### config.mk
export PLATFORM = sky130hd
export DESIGN_NAME = decoder_scan
export DESIGN_NICKNAME = d
export VERILOG_FILES = /design/src/rtl/decoder_scan.sv
export SDC_FILE = /design/constraint.sdc
export NUM_CORES = 1
export LEC_CHECK = 0
export ABC_CLOCK_PERIOD_IN_PS = 6700
export CAP_MARGIN = 20
export CORE_ASPECT_RATIO = 0.8
export CORE_UTILIZATION = 45
export DETAILED_ROUTE_END_ITERATION = 10
export PLACE_DENSITY = 0.69
export SLEW_MARGIN = 20
export SYNTH_ARGS = -nofsm -noshare
export SYNTH_HDL_FRONTEND = slang
export SYNTH_SLANG_ARGS = --single-unit
export TNS_END_PERCENT = 20
### constraint.sdc
create_clock -name clk -period 6.7 [get_ports clk]
set_clock_uncertainty 0.05 [all_clocks]
set_input_delay 1.34 -clock clk [delete_from_list [all_inputs] [get_ports clk]]
set_output_delay 1.34 -clock clk [all_outputs]
set_load 0.02 [all_outputs]
### src/rtl/decoder_scan.sv
// decoder_scan: registered IN_W-to-2^IN_W one-hot decoder.
// Direct mode decodes a handshaked code. Scan mode sweeps every output line in
// ascending order, holding each one for dwell+1 cycles, then pulses done.
module decoder_scan #(
    parameter int IN_W        = 4,
    parameter int DWELL_W     = 8,
    parameter bit OUT_ACT_LOW = 1'b0,
    localparam int OUT_W      = 1 << IN_W
) (
    input  logic               clk,
    input  logic               rst,
    input  logic               en,
    input  logic               mode,
    input  logic [IN_W-1:0]    din,
    input  logic               din_valid,
    input  logic               start,
    input  logic [DWELL_W-1:0] dwell,
    output logic [OUT_W-1:0]   dout,
    output logic               dout_valid,
    output logic [IN_W-1:0]    idx,
    output logic               busy,
    output logic               done
);

    typedef enum logic [1:0] {
        ST_IDLE,
        ST_SCAN,
        ST_DONE
    } state_t;

    // Idle pattern: all zeros for active-high lines, all ones for active-low.
    localparam logic [OUT_W-1:0] INACTIVE = {OUT_W{OUT_ACT_LOW}};
    localparam logic [IN_W-1:0]  LAST_IDX = {IN_W{1'b1}};

    state_t             r_state;
    logic [DWELL_W-1:0] r_dwell;
    logic [DWELL_W-1:0] r_cnt;
    logic [IN_W-1:0]    r_idx;
    logic [OUT_W-1:0]   r_dout;
    logic               r_valid;
    logic               r_busy;
    logic               r_done;

    logic [IN_W-1:0]    w_next_idx;
    logic               w_scan_req;
    logic               w_dir_req;

    // Line pattern for code k; XOR with the idle pattern applies the polarity.
    function automatic logic [OUT_W-1:0] f_code(input logic [IN_W-1:0] k);
        logic [OUT_W-1:0] v;
        v    = '0;
        v[k] = 1'b1;
        return v ^ INACTIVE;
    endfunction

    assign w_next_idx = r_idx + 1'b1;
    // mode picks which strobe counts; the other strobe is ignored.
    assign w_scan_req = mode & start;
    assign w_dir_req  = ~mode & din_valid;

    // Control FSM with every output registered.
    always_ff @(posedge clk or posedge rst) begin
        if (rst) begin
            r_state <= ST_IDLE;
            r_dwell <= '0;
            r_cnt   <= '0;
            r_idx   <= '0;
            r_dout  <= INACTIVE;
            r_valid <= 1'b0;
            r_busy  <= 1'b0;
            r_done  <= 1'b0;
        end else begin
            // NOTE: non-blocking assignments throughout, so every branch sees
            // pre-edge values; the pulses default low and only the branches
            // that fire them override the default.
            r_valid <= 1'b0;
            r_done  <= 1'b0;
            if (!en) begin
                // Disable aborts silently: no done, no dout_valid.
                r_state <= ST_IDLE;
                r_cnt   <= '0;
                r_idx   <= '0;
                r_dout  <= INACTIVE;
                r_busy  <= 1'b0;
            end else begin
                case (r_state)
                    ST_IDLE: begin
                        if (w_scan_req) begin
                            r_dwell <= dwell;
                            r_cnt   <= dwell;
                            r_idx   <= '0;
                            r_dout  <= f_code('0);
                            r_valid <= 1'b1;
                            r_busy  <= 1'b1;
                            r_state <= ST_SCAN;
                        end else if (w_dir_req) begin
                            r_idx   <= din;
                            r_dout  <= f_code(din);
                            r_valid <= 1'b1;
                        end
                    end
                    ST_SCAN: begin
                        if (r_cnt != '0) begin
                            r_cnt <= r_cnt - 1'b1;
                        end else if (r_idx != LAST_IDX) begin
                            r_idx   <= w_next_idx;
                            r_dout  <= f_code(w_next_idx);
                            r_valid <= 1'b1;
                            r_cnt   <= r_dwell;
                        end else begin
                            // Last line has served its dwell: finish the sweep.
                            r_idx   <= '0;
                            r_dout  <= INACTIVE;
                            r_busy  <= 1'b0;
                            r_done  <= 1'b1;
                            r_state <= ST_DONE;
                        end
                    end
                    ST_DONE: begin
                        // One-cycle gap: strobes are not accepted here.
                        r_state <= ST_IDLE;
                    end
                    default: begin
                        r_state <= ST_IDLE;
                    end
                endcase
            end
        end
    end

    assign dout       = r_dout;
    assign dout_valid = r_valid;
    assign idx        = r_idx;
    assign busy       = r_busy;
    assign done       = r_done;

endmodule

---- Word-level counts from Yosys, hierarchy flattened ----
Index checks and enable logic that the tools add are counted.
storage, ports and cells
  bits of input ports ..................... 18
  register bits ........................... 41
  output and inout bits ................... 23
  logic and storage cells ................. 75
operators by class
  magnitude comparators ................... 4
  reductions and logical operators ........ 9
  eq/ne operators ......................... 8
  mux-type cells .......................... 41
  $add $sub $neg .......................... 2
  bitwise operators ....................... 3
operators by type and width
  operator             count
  $mux 16              5
  $mux 8               4
  $pmux 16 s2          1
  $mux 4               5
  $pmux 8 s2           1
  $mux 1               15
  $ne 4x4->1 const B   3
  $reduce_and 3->1     4
  $lt 4x5->1 const B   2
  $ne 3x3->1 const B   3
  $demux 1 s4          2
  $ge 4x1->1 const B   2
  $mux 2               4
  $pmux 4 s2           1
  $reduce_bool 8->1    1
  $sub 8x1->8 const B  1
  $add 4x1->4 const B  1
  $pmux 1 s2           2
  $pmux 2 s2           1
  $reduce_and 4->1     1
  $ne 3x1->1 const B   1
  $and 1x1->1          2
  $eq 2x1->1 const B   1
  $logic_and 1x1->1    2
  2 further kinds      2

---- Longest topological paths before layout ----
Gate-level depths: netlist of the first run.
  depth in word-level cells ............... 9
  mapped depth ............................ 9
  depth with buffers taken out ............ 7

---- Worst setup path after synthesis of the first run ----
Ideal clock, no wire load.
  path kind ............................... input -> register
  start ................................... input port mode
  end ..................................... register r_dout[4] (netlist: dout[4])
  setup time .............................. 0.118 ns
  path buffers ............................ 1
  cell stages on the path ................. 6
  arrival time ............................ 2.491 ns
  required time ........................... 6.532 ns
  setup slack ............................. 4.041 ns
  cells stage by stage .................... mux2i_1 o31ai_1 a21oi_1 buf_2 mux2_2 a21o_1
between the ends
  cells in the longest elaborated chain, start to end .. 4
  elaborated cells between the ends (all ways) .. 8
  classes of those cells .................. 1 x eq/ne; 3 x mux; 3 x bitwise; 1 x reduce/logical
ends and longest elaborated chain
  what                                                line    text
  start: declaration                                  13      input logic mode,
  $and 1x1->1 / $not 1->1 (equally long branches)     58, 59
  $mux 16 / $and 1x1->1 (equally long branches)       88, 59
  $pmux 16 s2 / $ne 4x4->1 (equally long branches)    n/a
  $mux 16 / $reduce_and 3->1 (equally long branches)  n/a
  end signal: assignment                              92      r_dout <= f_code('0);
  end signal: assignment                              98      r_dout <= f_code(din);
  end signal: assignment                              107     r_dout <= f_code(w_next_idx);
  end: declaration                                    39      logic [OUT_W-1:0] r_dout;
Several ways; a longest one is shown, not always the timed one.
A chain may end at the register's enable or synchronous reset.

---- Final worst setup path of the first run ----
  start ................................... input port en
  end ..................................... register r_dout[5] (netlist: dout[5])
between the ends
  cells in the longest elaborated chain, start to end .. 2
  elaborated cells between the ends (all ways) .. 5
  classes of those cells .................. 3 x eq/ne; 1 x mux; 1 x reduce/logical
ends and longest elaborated chain
  what                                                       line  text
  start: declaration                                         12    input logic en,
  $ne 4x4->1 (no source line), or another cell as far along  n/a
  $reduce_and 3->1 (no source line)                          n/a
Several ways; a longest one is shown, not always the timed one.

==> metrics.cfg, run 1 <==
[yosys]
netlist_instances=272
synth-seq-area-share_pct=41.5
synth_area_per_cell_um2=9.08
ys_warn_count=0
syn_nets=297
synth_area_um2=2470
synth_top_family_by_area=compound AO/OA/AOI/OAI gates
synth-compound-area-share_pct=21.3
synth-main-ff-cell=dfrtp_1
synth_simple_gate_area_share_pct=18.8
synth_mux_area_share_pct=9.22
ys_ff_latch=41
synthAdderAreaFrac_pct=3.55
synth_top_cells_by_area=dfrtp_1, mux2_2, nand2_1
synth_xor_area_share_pct=0.709
synth_top_area_share_pct=41.5
netlist-cell-type-count=48
synth_area_leader_cell=dfrtp_1
async_flop_share_pct=100
synth-edff-count=0

[flow_run]
maxCapViolCount=0

[pwr]
powerDensity_nw_per_um2=212
clock_power_share_pct=25.0
ir_drop_uv=127
p_int_mw=0.421
p_sw_share_pct=32.7
power_leakage_nw=1.24
p_sw_mw=0.204
sequentialPowerShare_pct=48.0
combPwrFrac_pct=27.1
finalPower_mw=0.625

[placed_design]
placed_cell_area_um2=2880
place_hpwl_mm=4.45
port_buffers=40
globalplace.congestion=0.842
dp.cells=356

[setup_path]
cp.buffers_inverters=1
crit_required_ps=6880
max_stage_delay_ps=860
critical_path.startpoint_type=input port
crit_chain=clkdlybuf4s50_1, and2_1, nand2_1, a211oi_1, a21o_1
arrival_ps=3580
crit_cells=5
worstSetupPathType=input port to flip-flop
endpoint_kind=flip-flop
crit_fanout=17
crit_path_top_delay_cell=clkdlybuf4s50_1
cpLargestDelayFamily=buffers and inverters
ff2ff_path_depth=7

[clocking]
insertion_delay_ps=290
clkTransAtPathRegs_ps=80
cts.sinks=41
clockBufferDepth=2
cts_buffers=5
cts_setup_buffers=0
cts_tree=done
cts-root-buf=clkbuf_8
h-tree-depth=2
hold_buffers=0
ctsResizeCount=0

[floorplan]
io_pins=41
die_area_um2=5790
start_util_pct=47.9
num_rows=23
core-area_um2=5150
die_x_um=84.8
dieHeight_um=68.3

[finish]
syn_to_final_growth_pct=19.7
fin_cells=364
fin_util_pct=57.4
drive_above_1_share_pct=7.95
multi_input_area_um2=1330
regArea_um2=1030
fin_area_um2=2960
final_nets=326
n_antenna_cell=0
n_fill_cell=460

[timing]
setup_violations=0
fin_crit_sh_pct=50.7
timing.fmax_mhz=294
tightest_slew_ps=609
hold_viol=0
timing.setup.tns_ps=0
post-route-min-period_ps=3400
grt_setup_unrepaired=false
relSlewSlack_pct=59.3
finalMaxSlewViolations=0

[drt]
first_pass_iters=10
drtAntennaViolNets=0
drt-total-wl_mm=6.26
vias=2234
drt_iter0_drc=244
routedWlPerCell_um=17.2
viasPerCell=6.14
drc_errors=4

[grt]
first_global_vias=2012
grt_pass1_wl_mm=10.4
track_usage_pct=23.6
grt_max_degree=42
grt_overflow_total=0
grt_antenna_before_repair=0

[hold_path]
min_path_type=flip-flop to flip-flop
min_path_cells=2

[outcome]
status=finished with violations
violations=DRC

cell usage in the layout (no fill, tap or decap), types with 5 or more instances in the layout:
| cell | synthesis | layout |
|---|---|---|
| a21o_1 | 5 | 5 |
| a21oi_1 | 12 | 11 |
| a31oi_1 | 6 | 6 |
| clkbuf_8 | 0 | 5 |
| clkdlybuf4s50_1 | 0 | 40 |
| dfrtp_1 | 41 | 41 |
| ha_1 | 7 | 7 |
| inv_1 | 8 | 8 |
| mux2_2 | 14 | 14 |
| mux2i_1 | 7 | 7 |
| nand2_1 | 33 | 33 |
| nand3_1 | 16 | 16 |
| nor2_1 | 12 | 12 |
| nor3_1 | 8 | 8 |
| o21ai_0 | 23 | 23 |
| o22a_1 | 6 | 6 |
routing by layer:
| metal | share of wire [%] | GRT usage, % | up-vias |
|---|---|---|---|
| li1 | - | - | 1049 |
| met1 | 51 | 36.8 | 1064 |
| met2 | 41 | 33.5 | 112 |
| met3 | 7.7 | 4.58 | 9 |
| met4 | 0.80 | 4.45 | 0 |
| met5 | 0 | 0 | - |
through the flow:
step	hold slack (ps)	setup slack, ps
final	432	3300
after global routing	474	3140
after detailed placement	421	3020
after CTS	438	3340
after global placement	415	3180
after floorplan	424	4040
sequential cells by signal (all words and copies together), names as in the netlist:
name / count
busy: 1
done: 1
dout: 16
dout_valid: 1
idx: 4
r_cnt: 8
r_dwell: 8
r_state: 2
worst paths after layout:
path                            endpoint      from  slack [ps]
worst max-delay path             dout[5]        en        3300
worst min-delay path             dout[8]   dout[8]         430
worst max register to register  r_cnt[6]  r_cnt[0]        4000
worst min register to register   dout[8]   dout[8]         430
max in group asynchronous       dout[11]       rst        4810
min in group asynchronous        dout[7]       rst        1410
worst reg2reg max path, delay by kind of cell, from the launching register on:
| kind | cells | cell delay [ps] |
|---|---|---|
| and+or+nand+nor | 2 | 950 |
| DFF | 1 | 430 |
| adders and majority gates | 1 | 200 |
| buffers and inverters | 1 | 100 |
| AOI/OAI and AO/OA | 3 | 840 |
Yosys cell counts (3+ instances only):
cell type  count
o21ai_0       23
inv_1          8
nor2b_1        4
nand2b_1       4
ha_1           7
dfrtp_1       41
o22a_1         6
a31oi_1        6
and2_1         4
mux2_2        14
mux2i_1        7
nor3_1         8
a21o_1         5
nor2_1        12
nand2_1       33
nand3_1       16
a21oi_1       12
a22o_1         3
o31ai_1        4
o32a_1         3
nand4_1        3
clkbuf_1      15
cell families after synthesis:
family,after synthesis
compound gates,78
simple gates,95
fa+ha+maj,7
flops,41
buf+inv,28
mux,21
xor+xnor,2
layout make-up:
class	count	share of cell area (%)
Clock buffer	8	2.71
Inverter	8	1.02
Multi-Input combinational cell	203	44.9
Sequential cell	41	34.7
Tap cell	62	2.62
Timing Repair Buffer	42	14.1
power groups by stage:
stage	logic [mW]	registers (mW)	clock network (mW)
3_5_place_dp	0.168	0.304	0
6_report	0.169	0.300	0.156
2_1_floorplan	0.114	0.302	0
3_3_place_gp	0.164	0.303	0
4_1_cts	0.168	0.299	0.160
5_1_grt	0.188	0.304	0.170
No activity file was read; power rests on OpenSTA's default activity.
==> run 2, diff against run 1 <==
--- a/config.mk
+++ b/config.mk
@@ -5,12 +5,12 @@
 export SDC_FILE = /design/constraint.sdc
 export NUM_CORES = 1
 export LEC_CHECK = 0
-export ABC_CLOCK_PERIOD_IN_PS = 6700
+export ABC_CLOCK_PERIOD_IN_PS = 2750
 export CAP_MARGIN = 20
 export CORE_ASPECT_RATIO = 0.8
 export CORE_UTILIZATION = 45
 export DETAILED_ROUTE_END_ITERATION = 10
-export PLACE_DENSITY = 0.69
+export PLACE_DENSITY = 0.72
 export SLEW_MARGIN = 20
 export SYNTH_ARGS = -nofsm -noshare
 export SYNTH_HDL_FRONTEND = slang
==> constraint.sdc (replaced) <==
create_clock -name clk -period 2.75 [get_ports clk]
set_clock_uncertainty 0.05 [all_clocks]
set_input_delay 0.55 -clock clk [delete_from_list [all_inputs] [get_ports clk]]
set_output_delay 0.55 -clock clk [all_outputs]
set_load 0.02 [all_outputs]
==> metrics.cfg, run 2 (same netlist as run 1, synthesis figures left out) <==
[outcome]
status=finished with violations
violations=DRC

[flow_run]
maxCapViolCount=0

[setup_path]
ff2ff_path_depth=7
worstSetupPathType=flip-flop to flip-flop
rr_startpoint=r_cnt[0]
arrival_ps=2550
endpoint_kind=flip-flop
crit_path_top_delay_cell=o31a_1
critical_path.startpoint_type=flip-flop
max_stage_delay_ps=500
r2r_end=r_cnt[5]
regToRegSetupSlack_ps=300
crit_required_ps=2850
crit_chain=inv_1, ha_1, or3b_2, or2_1, o31a_1, a21oi_1, a31oi_1
crit_fanout=14

[placed_design]
dp.cells=364
globalplace.congestion=0.852
placed_cell_area_um2=2940
place_hpwl_mm=4.42
port_buffers=40

[floorplan]
start_util_pct=47.9
die_area_um2=5790
core-area_um2=5150
io_pins=41
num_rows=23
die_x_um=84.8
dieHeight_um=68.3

[clocking]
clockBufferDepth=2
h-tree-depth=2
hold_buffers=0
cts-root-buf=clkbuf_8
cts_buffers=5
cts_setup_buffers=0
cts.sinks=41
cts_tree=done
ctsResizeCount=0
insertion_delay_ps=290
clkTransAtPathRegs_ps=80

[pwr]
ir_drop_uv=216
power_leakage_nw=1.28
powerDensity_nw_per_um2=514

[finish]
layout_common_cells=dfrtp_1, clkdlybuf4s50_1, nand2_1
syn_to_final_growth_pct=22.3
drive_above_1_share_pct=10.7
fin_area_um2=3020
largest_reg_flops=16
layout_commonest_cell=dfrtp_1
n_antenna_cell=0
final_nets=334
fin_cells=371

[drt]
drc_errors=2
routedWlPerCell_um=16.6
drt_iter0_drc=280
drt-total-wl_mm=6.17
viasPerCell=5.91
vias=2193
drtAntennaViolNets=0
first_pass_iters=8

[timing]
post-route-min-period_ps=2450
whs_ps=430
finalMaxSlewViolations=0
timing.fmax_mhz=408
fin_crit_sh_pct=89.2
timing.setup.tns_ps=0
relSlewSlack_pct=60.9
setup_violations=0
hold_viol=0
tightest_slew_ps=585
grt_setup_unrepaired=false

[grt]
grt_max_degree=42
track_usage_pct=22.8
grt_antenna_before_repair=0
first_global_vias=1966
grt_overflow_total=0
grt_pass1_wl_mm=10.2

[hold_path]
hold_end=dout[11]
min_path_type=flip-flop to flip-flop
min_path_cells=2
worst_hold_startpoint=dout[11]

==> run 2: cell count changes in the layout (fill, tap and decap cells not counted), sizes merged <==
cell    change
buf         +8
clkbuf      -1
==> run 2: area by class of cell <==
type,count,area [um^2]
repair buffers,50,475
multi-input cells,203,1330
flip-flops and latches,41,1030
fillers,450,2130
clock buffers,7,86.3
well taps,62,77.6
inverters,8,30.0
==> run 2: metrics by stage <==
stage | setup slack, ps | util [%] | power [mW]
3_5_place_dp | 175 | 57.0 | 1.16
4_1_cts | 316 | 58.7 | 1.56
3_3_place_gp | 244 | 57.0 | 1.15
6_report | 298 | 58.7 | 1.55
5_1_grt | 101 | 58.7 | 1.64
2_1_floorplan | 464 | - | 1.01
==> run 2: worst max-delay path by stage <==
stage | from | end | cells past startpoint
after global routing | r_cnt[0] | idx[3] | 7
after floorplan | r_cnt[0] | r_cnt[0] | 8
after global placement | mode | dout[5] | 6
after CTS | r_cnt[0] | idx[3] | 7
after detailed placement | mode | dout[6] | 6
final | r_cnt[0] | r_cnt[5] | 7
==> run 2: where the power goes <==
part / internal [mW] / switching (mW)
Clock: 0.199 / 0.201
Sequential: 0.664 / 0.0654
Combinational: 0.193 / 0.231
Total: 1.06 / 0.498
==> run 2: per-layer routing <==
metal  wire, um  GRT usage, %
met5          0             0
met3        329          3.86
met2       2530          33.0
met1       3260          35.1
met4         46          5.08
==> run 2: worst max-delay path: cells and delay by family (launching register included) <==
kind,cells,cell delay [ps]
AOI/OAI and AO/OA,3,750
adders and majority gates,1,190
and+or+nand+nor,2,780
buffers and inverters,1,100
DFF,1,430
